**config.mk**
```make
export PLATFORM = sky130hd
export DESIGN_NAME = mcb_cmd_arbiter
export DESIGN_NICKNAME = d
export VERILOG_FILES = /design/src/rtl/mcb_cmd_arbiter.sv
export SDC_FILE = /design/constraint.sdc
export NUM_CORES = 1
export LEC_CHECK = 0
export BUFFER_PORTS_ARGS = -buffer_cell sky130_fd_sc_hd__buf_2
export CAP_MARGIN = 5
export CORE_MARGIN = 2
export CORE_UTILIZATION = 30
export DETAILED_ROUTE_END_ITERATION = 12
export PLACE_DENSITY = 0.51
export SETUP_SLACK_MARGIN = 0.05
export SYNTH_ARGS = -nofsm -noshare
export SYNTH_HDL_FRONTEND = slang
export SYNTH_SLANG_ARGS = --single-unit
```
**constraint.sdc**
```tcl
create_clock -name clk -period 3 [get_ports clk]
set_clock_uncertainty 0.1 [all_clocks]
set_input_delay 0.6 -clock clk [delete_from_list [all_inputs] [get_ports clk]]
set_output_delay 0.6 -clock clk [all_outputs]
set_load 0.005 [all_outputs]
```
**src/rtl/mcb_cmd_arbiter.sv**
```systemverilog
// rtl/mcb_cmd_arbiter.sv - round-robin write/read command scheduler for one LPDDR controller port
// Gates each client on data-FIFO occupancy and keeps a wrapping byte pointer per client.
module mcb_cmd_arbiter #(
  parameter logic [29:0] WR_BASE    = 30'h0000000,
  parameter logic [29:0] WR_LIMIT   = 30'h0001000,
  parameter logic [29:0] RD_BASE    = 30'h0000000,
  parameter logic [29:0] RD_LIMIT   = 30'h0001000,
  parameter int          FIFO_DEPTH = 64
) (
  input  logic        clk,
  input  logic        reset,
  input  logic        wr_req,
  input  logic [5:0]  wr_req_bl,
  output logic        wr_grant,
  input  logic        rd_req,
  input  logic [5:0]  rd_req_bl,
  output logic        rd_grant,
  output logic        cmd_en,
  output logic [2:0]  cmd_instr,
  output logic [5:0]  cmd_bl,
  output logic [29:0] cmd_byte_addr,
  input  logic        cmd_full,
  input  logic [6:0]  wr_count,
  input  logic [6:0]  rd_count,
  output logic        busy
);

  typedef enum logic [1:0] {IDLE, ISSUE, GAP} state_t;

  state_t      state, state_next;
  logic        last;
  logic        win_rd;
  logic [29:0] wr_ptr, rd_ptr;
  logic        wr_ok, rd_ok, pick_rd;
  logic [7:0]  wr_need, rd_need, rd_room;
  logic [30:0] adv_sum, adv_limit;
  logic [29:0] adv_next;

  // 8-bit compares so a full 64-word FIFO is not mistaken for empty
  assign wr_need = {2'b00, wr_req_bl} + 8'd1;
  assign rd_need = {2'b00, rd_req_bl} + 8'd1;
  assign rd_room = 8'(FIFO_DEPTH) - {1'b0, rd_count};

  assign wr_ok   = wr_req && !cmd_full && ({1'b0, wr_count} >= wr_need);
  assign rd_ok   = rd_req && !cmd_full && (rd_room >= rd_need);
  // last = 1 means read was granted last, so write wins a tie
  assign pick_rd = rd_ok && (!wr_ok || !last);

  assign adv_sum   = {1'b0, cmd_byte_addr} + (({25'd0, cmd_bl} + 31'd1) << 2);
  assign adv_limit = {1'b0, (win_rd ? RD_LIMIT : WR_LIMIT)};
  assign adv_next  = (adv_sum >= adv_limit) ? (win_rd ? RD_BASE : WR_BASE) : adv_sum[29:0];

  assign cmd_en   = (state == ISSUE);
  assign wr_grant = cmd_en && !win_rd;
  assign rd_grant = cmd_en && win_rd;
  assign busy     = (state != IDLE);

  always_comb begin
    state_next = state;
    case (state)
      IDLE:    if (wr_ok || rd_ok) state_next = ISSUE;
      ISSUE:   state_next = GAP;
      GAP:     state_next = IDLE;
      default: state_next = IDLE;
    endcase
  end

  always_ff @(posedge clk or negedge reset) begin
    if (!reset) begin
      state         <= IDLE;
      last          <= 1'b1;
      win_rd        <= 1'b0;
      wr_ptr        <= WR_BASE;
      rd_ptr        <= RD_BASE;
      cmd_instr     <= 3'b000;
      cmd_bl        <= 6'd0;
      cmd_byte_addr <= 30'd0;
    end else begin
      state <= state_next;
      if (state == IDLE && state_next == ISSUE) begin
        win_rd        <= pick_rd;
        cmd_instr     <= pick_rd ? 3'b001 : 3'b000;
        cmd_bl        <= pick_rd ? rd_req_bl : wr_req_bl;
        cmd_byte_addr <= pick_rd ? rd_ptr : wr_ptr;
      end
      if (state == ISSUE) begin
        last <= win_rd;
        if (win_rd) rd_ptr <= adv_next;
        else        wr_ptr <= adv_next;
      end
    end
  end

endmodule
```
Yosys cells after proc, flatten, opt, wreduce, memory -nomap -nowiden
Index checks and enable logic that the tools add are counted.
- add/sub/neg operators: 5
- magnitude comparators: 3
- eq/ne operators: 2
- muxes and demuxes: 6
- bitwise gates (word level): 1
- reduce and logical (&&, ||, !) cells: 18
- operators by type and width (cell ; count):
    2-to-1 mux 30 bit ; 2
    adder 30 x 9 -> 31 bit ; 1
    greater-or-equal comparator 31 x 13 -> 1 bit (second input constant) ; 1
    adder 6 x 1 -> 7 bit (second input constant) ; 3
    greater-or-equal comparator 8 x 7 -> 1 bit ; 1
    logical AND 1 bit ; 8
    subtractor 7 x 7 -> 8 bit (first input constant) ; 1
    greater-or-equal comparator 7 bit ; 1
    2-to-1 mux 6 bit ; 1
    == test 2 x 1 -> 1 bit (second input constant) ; 2
    zero test 1 bit ; 4
    case mux 2 bit (2 select lines) ; 1
    AND reduction 2 bit ; 2
    zero test 2 bit ; 1
    logical OR 1 bit ; 2
    2-to-1 mux 2 bit ; 1
    nonzero test 2 bit ; 1
    2-to-1 mux 1 bit ; 1
    inverter 1 bit ; 1
- register bits: 103
- input bits: 31
- output and inout bits: 43
- logic and storage cells: 43

Logic depth before layout (Yosys ltp)
- word-level depth: 8
- gate-level depth with buffers: 13
- mapped depth without buffers: 11

Worst setup path after synthesis
OpenSTA, ideal clock, no wires.
- kind: input-to-reg
- start point: in wr_req_bl[0]
- end point: reg cmd_byte_addr[17]
- library setup time: 125 ps
- data arrival time: 3184 ps
- data required time: 2775 ps
- path slack: -408 ps
- stages on the path: 12
- path buffers: 2
- path through: ha_1 xnor2_1 ha_1 and4b_1 a2111oi_1 o21bai_1 a211o_1 a32oi_1 or2_2 buf_2 buf_2 mux2_2
- cells in the longest elaborated chain, start to end: 8
- elaborated cells between the ends (all ways): 12
- those cells by class: 1 x add/sub; 1 x order compare; 1 x eq/ne; 3 x mux; 6 x reduce/logical
- RTL lines (item ; RTL line ; RTL):
    start, declared ; 13 ; input logic [5:0] wr_req_bl,
    adder 6 x 1 -> 7 bit (*) ; 40 ; assign wr_need = {2'b00, wr_req_bl} + 8'd1;
    greater-or-equal comparator 7 bit (*) ; 44 ; assign wr_ok = wr_req && !cmd_full && ({1'b0, wr_count} >= wr_need);
    logical AND 1 bit (*) ; 44 ;
    logical OR 1 bit ; 61 ; IDLE: if (wr_ok || rd_ok) state_next = ISSUE;
    2-to-1 mux 2 bit ; 61 ;
    case mux 2 bit (2 select lines) ; 60 ; case (state)
    == test 2 x 1 -> 1 bit ; 80 ; if (state == IDLE && state_next == ISSUE) begin
    logical AND 1 bit ; 80 ;
    end signal, assigned ; 84 ; cmd_byte_addr <= pick_rd ? rd_ptr : wr_ptr;
    end, declared ; 21 ; output logic [29:0] cmd_byte_addr,
Every way passes the cells marked *; elsewhere a longest branch is shown, timed or not.
A chain may end at the register's enable or synchronous reset.

Worst setup path in the final report
- start point: reg cmd_bl[0]
- end point: reg wr_ptr[5]
- cells in the longest elaborated chain, start to end: 4
- RTL lines (item ; RTL line ; RTL):
    start, declared ; 20 ; output logic [5:0] cmd_bl,
    start signal, assigned ; 83 ; cmd_bl <= pick_rd ? rd_req_bl : wr_req_bl;
    adder 6 x 1 -> 7 bit (*) ; 49 ; assign adv_sum = {1'b0, cmd_byte_addr} + (({25'd0, cmd_bl} + 31'd1) << 2);
    adder 30 x 9 -> 31 bit (*) ; 49 ;
    greater-or-equal comparator 31 x 13 -> 1 bit ; 51 ; assign adv_next = (adv_sum >= adv_limit) ? (win_rd ? RD_BASE : WR_BASE) : adv_sum[29:0];
    2-to-1 mux 30 bit (*) ; 51 ;
    end signal, assigned ; 89 ; else wr_ptr <= adv_next;
    end, declared ; 33 ; logic [29:0] wr_ptr, rd_ptr;
Marked as above.

==> flow_metrics.py <==
metrics = {
    "logic_synthesis": {
        "synth_top_area_frac": 0.449,
        "synth_largest_area_cell": "sky130_fd_sc_hd__dfrtp_1",
        "postSynth.asyncResetShare": 1.00,
        "post_syn_instances": 490,
        "synth_area_per_cell_sq_um": 11.3,
        "post_synth_num_cell_types": 55,
        "ys_seq_area_frac": 0.454,
        "postSynthRegisterBits": 100,
        "most_instantiated_flip_flop_cell_in_the_synthesis_netlist": "sky130_fd_sc_hd__dfrtp_1",
        "synth_enable_flop_cells": 0,
        "total_of_warnings_raised_by_yosys": 0,
        "synth.area.top_cells": "sky130_fd_sc_hd__dfrtp_1 (45%), sky130_fd_sc_hd__mux2_2 (8.2%), sky130_fd_sc_hd__mux2_4 (6.8%)",
        "synth_area_sq_um": 5520,
    },
    "timing": {
        "max_slew_margin": 0.578,
        "achievable-frequency_mhz": 317,
        "slew_viol_final": 0,
        "finalHoldWorstSlack_ns": 0.174,
        "fin_crit_period_ns": 3.16,
        "hold_violations": 0,
        "timing.final.setup_violations": 57,
        "finalCritPeriodShare": 1.05,
        "fin_tns_setup_ns": -5.09,
        "rsz0062_at_grt": "yes",
        "setup_ws_ns": -0.156,
        "slew_at_the_pin_with_the_worst_max_slew_slack_ns": 0.633,
    },
    "die": {
        "fp.dieArea_sq_um": 19500,
        "floorplan.rows": 49,
        "fp.coreArea_sq_um": 18000,
        "starting_density_of_the_core": 0.306,
        "pin_count": 74,
        "die_height_microns": 140,
        "die_w_microns": 140,
    },
    "placement": {
        "place_congestion": 0.841,
        "port_buffers": 71,
        "place_hpwl_microns": 9300,
        "detailed_place.area_sq_um": 6570,
    },
    "worst_setup_path": {
        "cp_max_fo": 24,
        "data_required_time_of_the_worst_path_ns": 3.15,
        "worst-setup-path-type": "reg -> reg",
        "arrival_ns": 3.31,
        "end_kind": "register",
        "critical-path-max-stage-delay_ns": 0.39,
        "timing.critical_path.cells": "ha_2 > xor2_1 > ha_1 > o211ai_1 > o21ai_2 > o211ai_1 > mux2_4 > a2111oi_4 > nand3_2 > buf_12 > o31ai_2",
        "timing.critical_path.from_type": "register",
        "count_of_buffer_and_inverter_cells_on_the_critical_path": 1,
        "slowest_stage": "sky130_fd_sc_hd__dfrtp_1",
        "crit_top_cell": "sky130_fd_sc_hd__o211ai_1",
        "cpLargestDelayFamily": "compound AO/OA/AOI/OAI gates",
    },
    "outcome": {
        "status": "finished with violations",
        "failed_checks": "negative setup slack",
    },
    "final_layout": {
        "area.growth.synth_to_final_pct": 30.0,
        "final_cell_area_sq_um": 7170,
        "n_fill_cell": 1779,
        "regArea_sq_um": 2500,
        "drive_above_1_share": 0.403,
        "layout.nets": 671,
        "antenna_cells": 0,
        "multi_input_comb_area_sq_um": 3040,
    },
    "grt": {
        "grt_pass1_wl_microns": 22100,
        "globalRouteOverflowTotal": 0,
        "vias_in_the_first_global_route": 4437,
        "grt_start_max_net_pins": 50,
        "grtUsageTotal": 0.139,
        "antenna_violations_before_repair": 0,
    },
    "clock_network": {
        "clock_buffers_created_by_tritoncts": 9,
        "cts_tree": "built",
        "clk_latency_ns": 0.35,
        "number_of_clock_sinks": 100,
        "worst_setup_hold_path_clk_slew_ns": 0.07,
        "cts_htree_levels": 3,
        "cts-root-to-sink-buffers": 2,
        "cts-root-buf": "sky130_fd_sc_hd__clkbuf_16",
        "postCtsHoldBufs": 0,
    },
    "drt": {
        "drc_errors": 0,
        "avgViaCountPerCell": 4.92,
        "route.vias.total": 4166,
        "wire_per_inst_microns": 15.8,
        "finalWirelength_microns": 13400,
        "drtIter0Drc": 211,
        "detail_route.first_pass.iterations": 4,
        "detail-route-antenna-nets": 0,
    },
    "power_and_ir_drop": {
        "power.clock.fraction": 0.266,
        "power.share.combinational": 0.384,
        "net-switching-power_mw": 1.57,
        "power_per_cell_area_nw_per_um2": 667,
        "switching_share": 0.328,
        "p_seq_frac": 0.350,
        "power.leakage_nw": 3.61,
        "power_mw": 4.78,
        "internal_power_mw": 3.21,
        "worst_ir_drop_vdd_v": 0.000352,
    },
    "run": {
        "max_cap_violations": 0,
    },
    "hold_path": {
        "hp-class": "in -> async",
    },
}
cell usage after synthesis, drive strengths merged (4+ instances only):
library cell / instances
a2111oi: 4
a211oi: 5
a21o: 6
a21oi: 6
and2: 37
and3: 6
buf: 12
clkbuf: 9
dfrtp: 99
ha: 25
inv: 18
mux2: 65
mux2i: 12
nand2: 46
nand3: 19
nor2: 8
nor3: 5
nor4: 5
o2111ai: 4
o211ai: 5
o21ai: 19
o31ai: 16
xnor2: 13
xor2: 14
worst reg2reg max path, cell delays in order, from the launching register on:
cell and delay [ns]:
sky130_fd_sc_hd__dfrtp_1 0.39, sky130_fd_sc_hd__ha_2 0.20, sky130_fd_sc_hd__xor2_1 0.16, sky130_fd_sc_hd__ha_1 0.36, sky130_fd_sc_hd__o211ai_1 0.23, sky130_fd_sc_hd__o21ai_2 0.10
sky130_fd_sc_hd__o211ai_1 0.25, sky130_fd_sc_hd__mux2_4 0.34, sky130_fd_sc_hd__a2111oi_4 0.34, sky130_fd_sc_hd__nand3_2 0.15, sky130_fd_sc_hd__buf_12 0.20, sky130_fd_sc_hd__o31ai_2 0.24
routing by layer:
| layer | wire [microns] | vias to the layer above | global-route usage |
|---|---|---|---|
| met5 | 0 | - | 0 |
| met4 | 276 | 0 | 0.0521 |
| met3 | 412 | 21 | 0.0206 |
| met2 | 6450 | 63 | 0.230 |
| met1 | 6220 | 2082 | 0.184 |
| li1 | - | 2000 | - |
metrics by stage:
| step | std cells | setup WS [ns] | utilization |
|---|---|---|---|
| finish | 847 | -0.156 | 0.398 |
| global route | 847 | -0.325 | 0.398 |
| CTS | 843 | -0.101 | 0.389 |
| detailed placement | 823 | -0.465 | 0.364 |
| global placement | 823 | -0.438 | 0.364 |
| floorplan | 491 | -0.247 | - |
cell type report:
cell class,count,share of cell area
Clock buffer,9,0.0314
Clock inverter,6,0.0134
Inverter,18,0.00942
Multi-Input combinational cell,352,0.424
Sequential cell,100,0.349
Tap cell,229,0.0400
Timing Repair Buffer,133,0.133
flip-flops by register name, indices dropped and copies added, names as in the netlist:
signal and cells:
state 2, win_rd 1, cmd_byte_addr 30, cmd_bl 6
wr_ptr 30, last 1, rd_ptr 30
power by group through the flow:
| stage | combinational, mW | sequential, mW | clock, mW |
|---|---|---|---|
| final | 1.83 | 1.68 | 1.27 |
| after global routing | 2.02 | 1.70 | 1.36 |
| after CTS | 1.70 | 1.68 | 1.29 |
| after detailed placement | 1.59 | 1.70 | 0 |
| after global placement | 1.56 | 1.70 | 0 |
| after floorplan | 0.984 | 1.69 | 0 |
cell families (layout without fill, tap and decap cells):
group | after synthesis | in the layout | share of synthesized area
AO/OA/AOI/OAI | 77 | 77 | 0.101
XOR/XNOR | 27 | 27 | 0.0429
adder cells (fa/ha/maj) | 26 | 26 | 0.0603
buffers and inverters | 39 | 166 | 0.0345
flip-flops | 100 | 100 | 0.454
multiplexers | 77 | 77 | 0.171
other | 1 | 2 | 0.000680
AND/OR/NAND/NOR | 143 | 143 | 0.135
placed cells by master, fill, tap and decap left out, types with 16 or more instances in the layout:
cell	netlist	routed
sky130_fd_sc_hd__inv_1	17	16
sky130_fd_sc_hd__and2_1	37	37
sky130_fd_sc_hd__nand3_1	19	18
sky130_fd_sc_hd__mux2_2	40	30
sky130_fd_sc_hd__dfrtp_1	99	99
sky130_fd_sc_hd__buf_4	4	49
sky130_fd_sc_hd__mux2_4	25	35
sky130_fd_sc_hd__ha_1	25	22
sky130_fd_sc_hd__buf_2	5	68
sky130_fd_sc_hd__nand2_1	46	46
what timing repair did:
| action | in CTS | in global routing |
|---|---|---|
| gates resized for setup | 22 | 22 |
| endpoints found under the hold margin | 0 | 0 |
| gates cloned | 0 | 2 |
| setup buffers | 5 | 2 |
| setup endpoints to repair | 58 | 61 |
| pin swaps | 10 | 6 |
path summary, 6_finish.rpt:
path	from	end	slack, ns	cells past startpoint
max	cmd_bl[0]	wr_ptr[5]	-0.16	11
min	reset	wr_ptr[19]	0.17	1
max reg2reg	cmd_bl[0]	wr_ptr[5]	-0.16	11
min reg2reg	wr_ptr[6]	wr_ptr[6]	0.38	2
max in group asynchronous	reset	rd_ptr[6]	1.93	2
min in group clk	wr_ptr[6]	wr_ptr[6]	0.38	2
No activity file was read; power rests on OpenSTA's default activity.
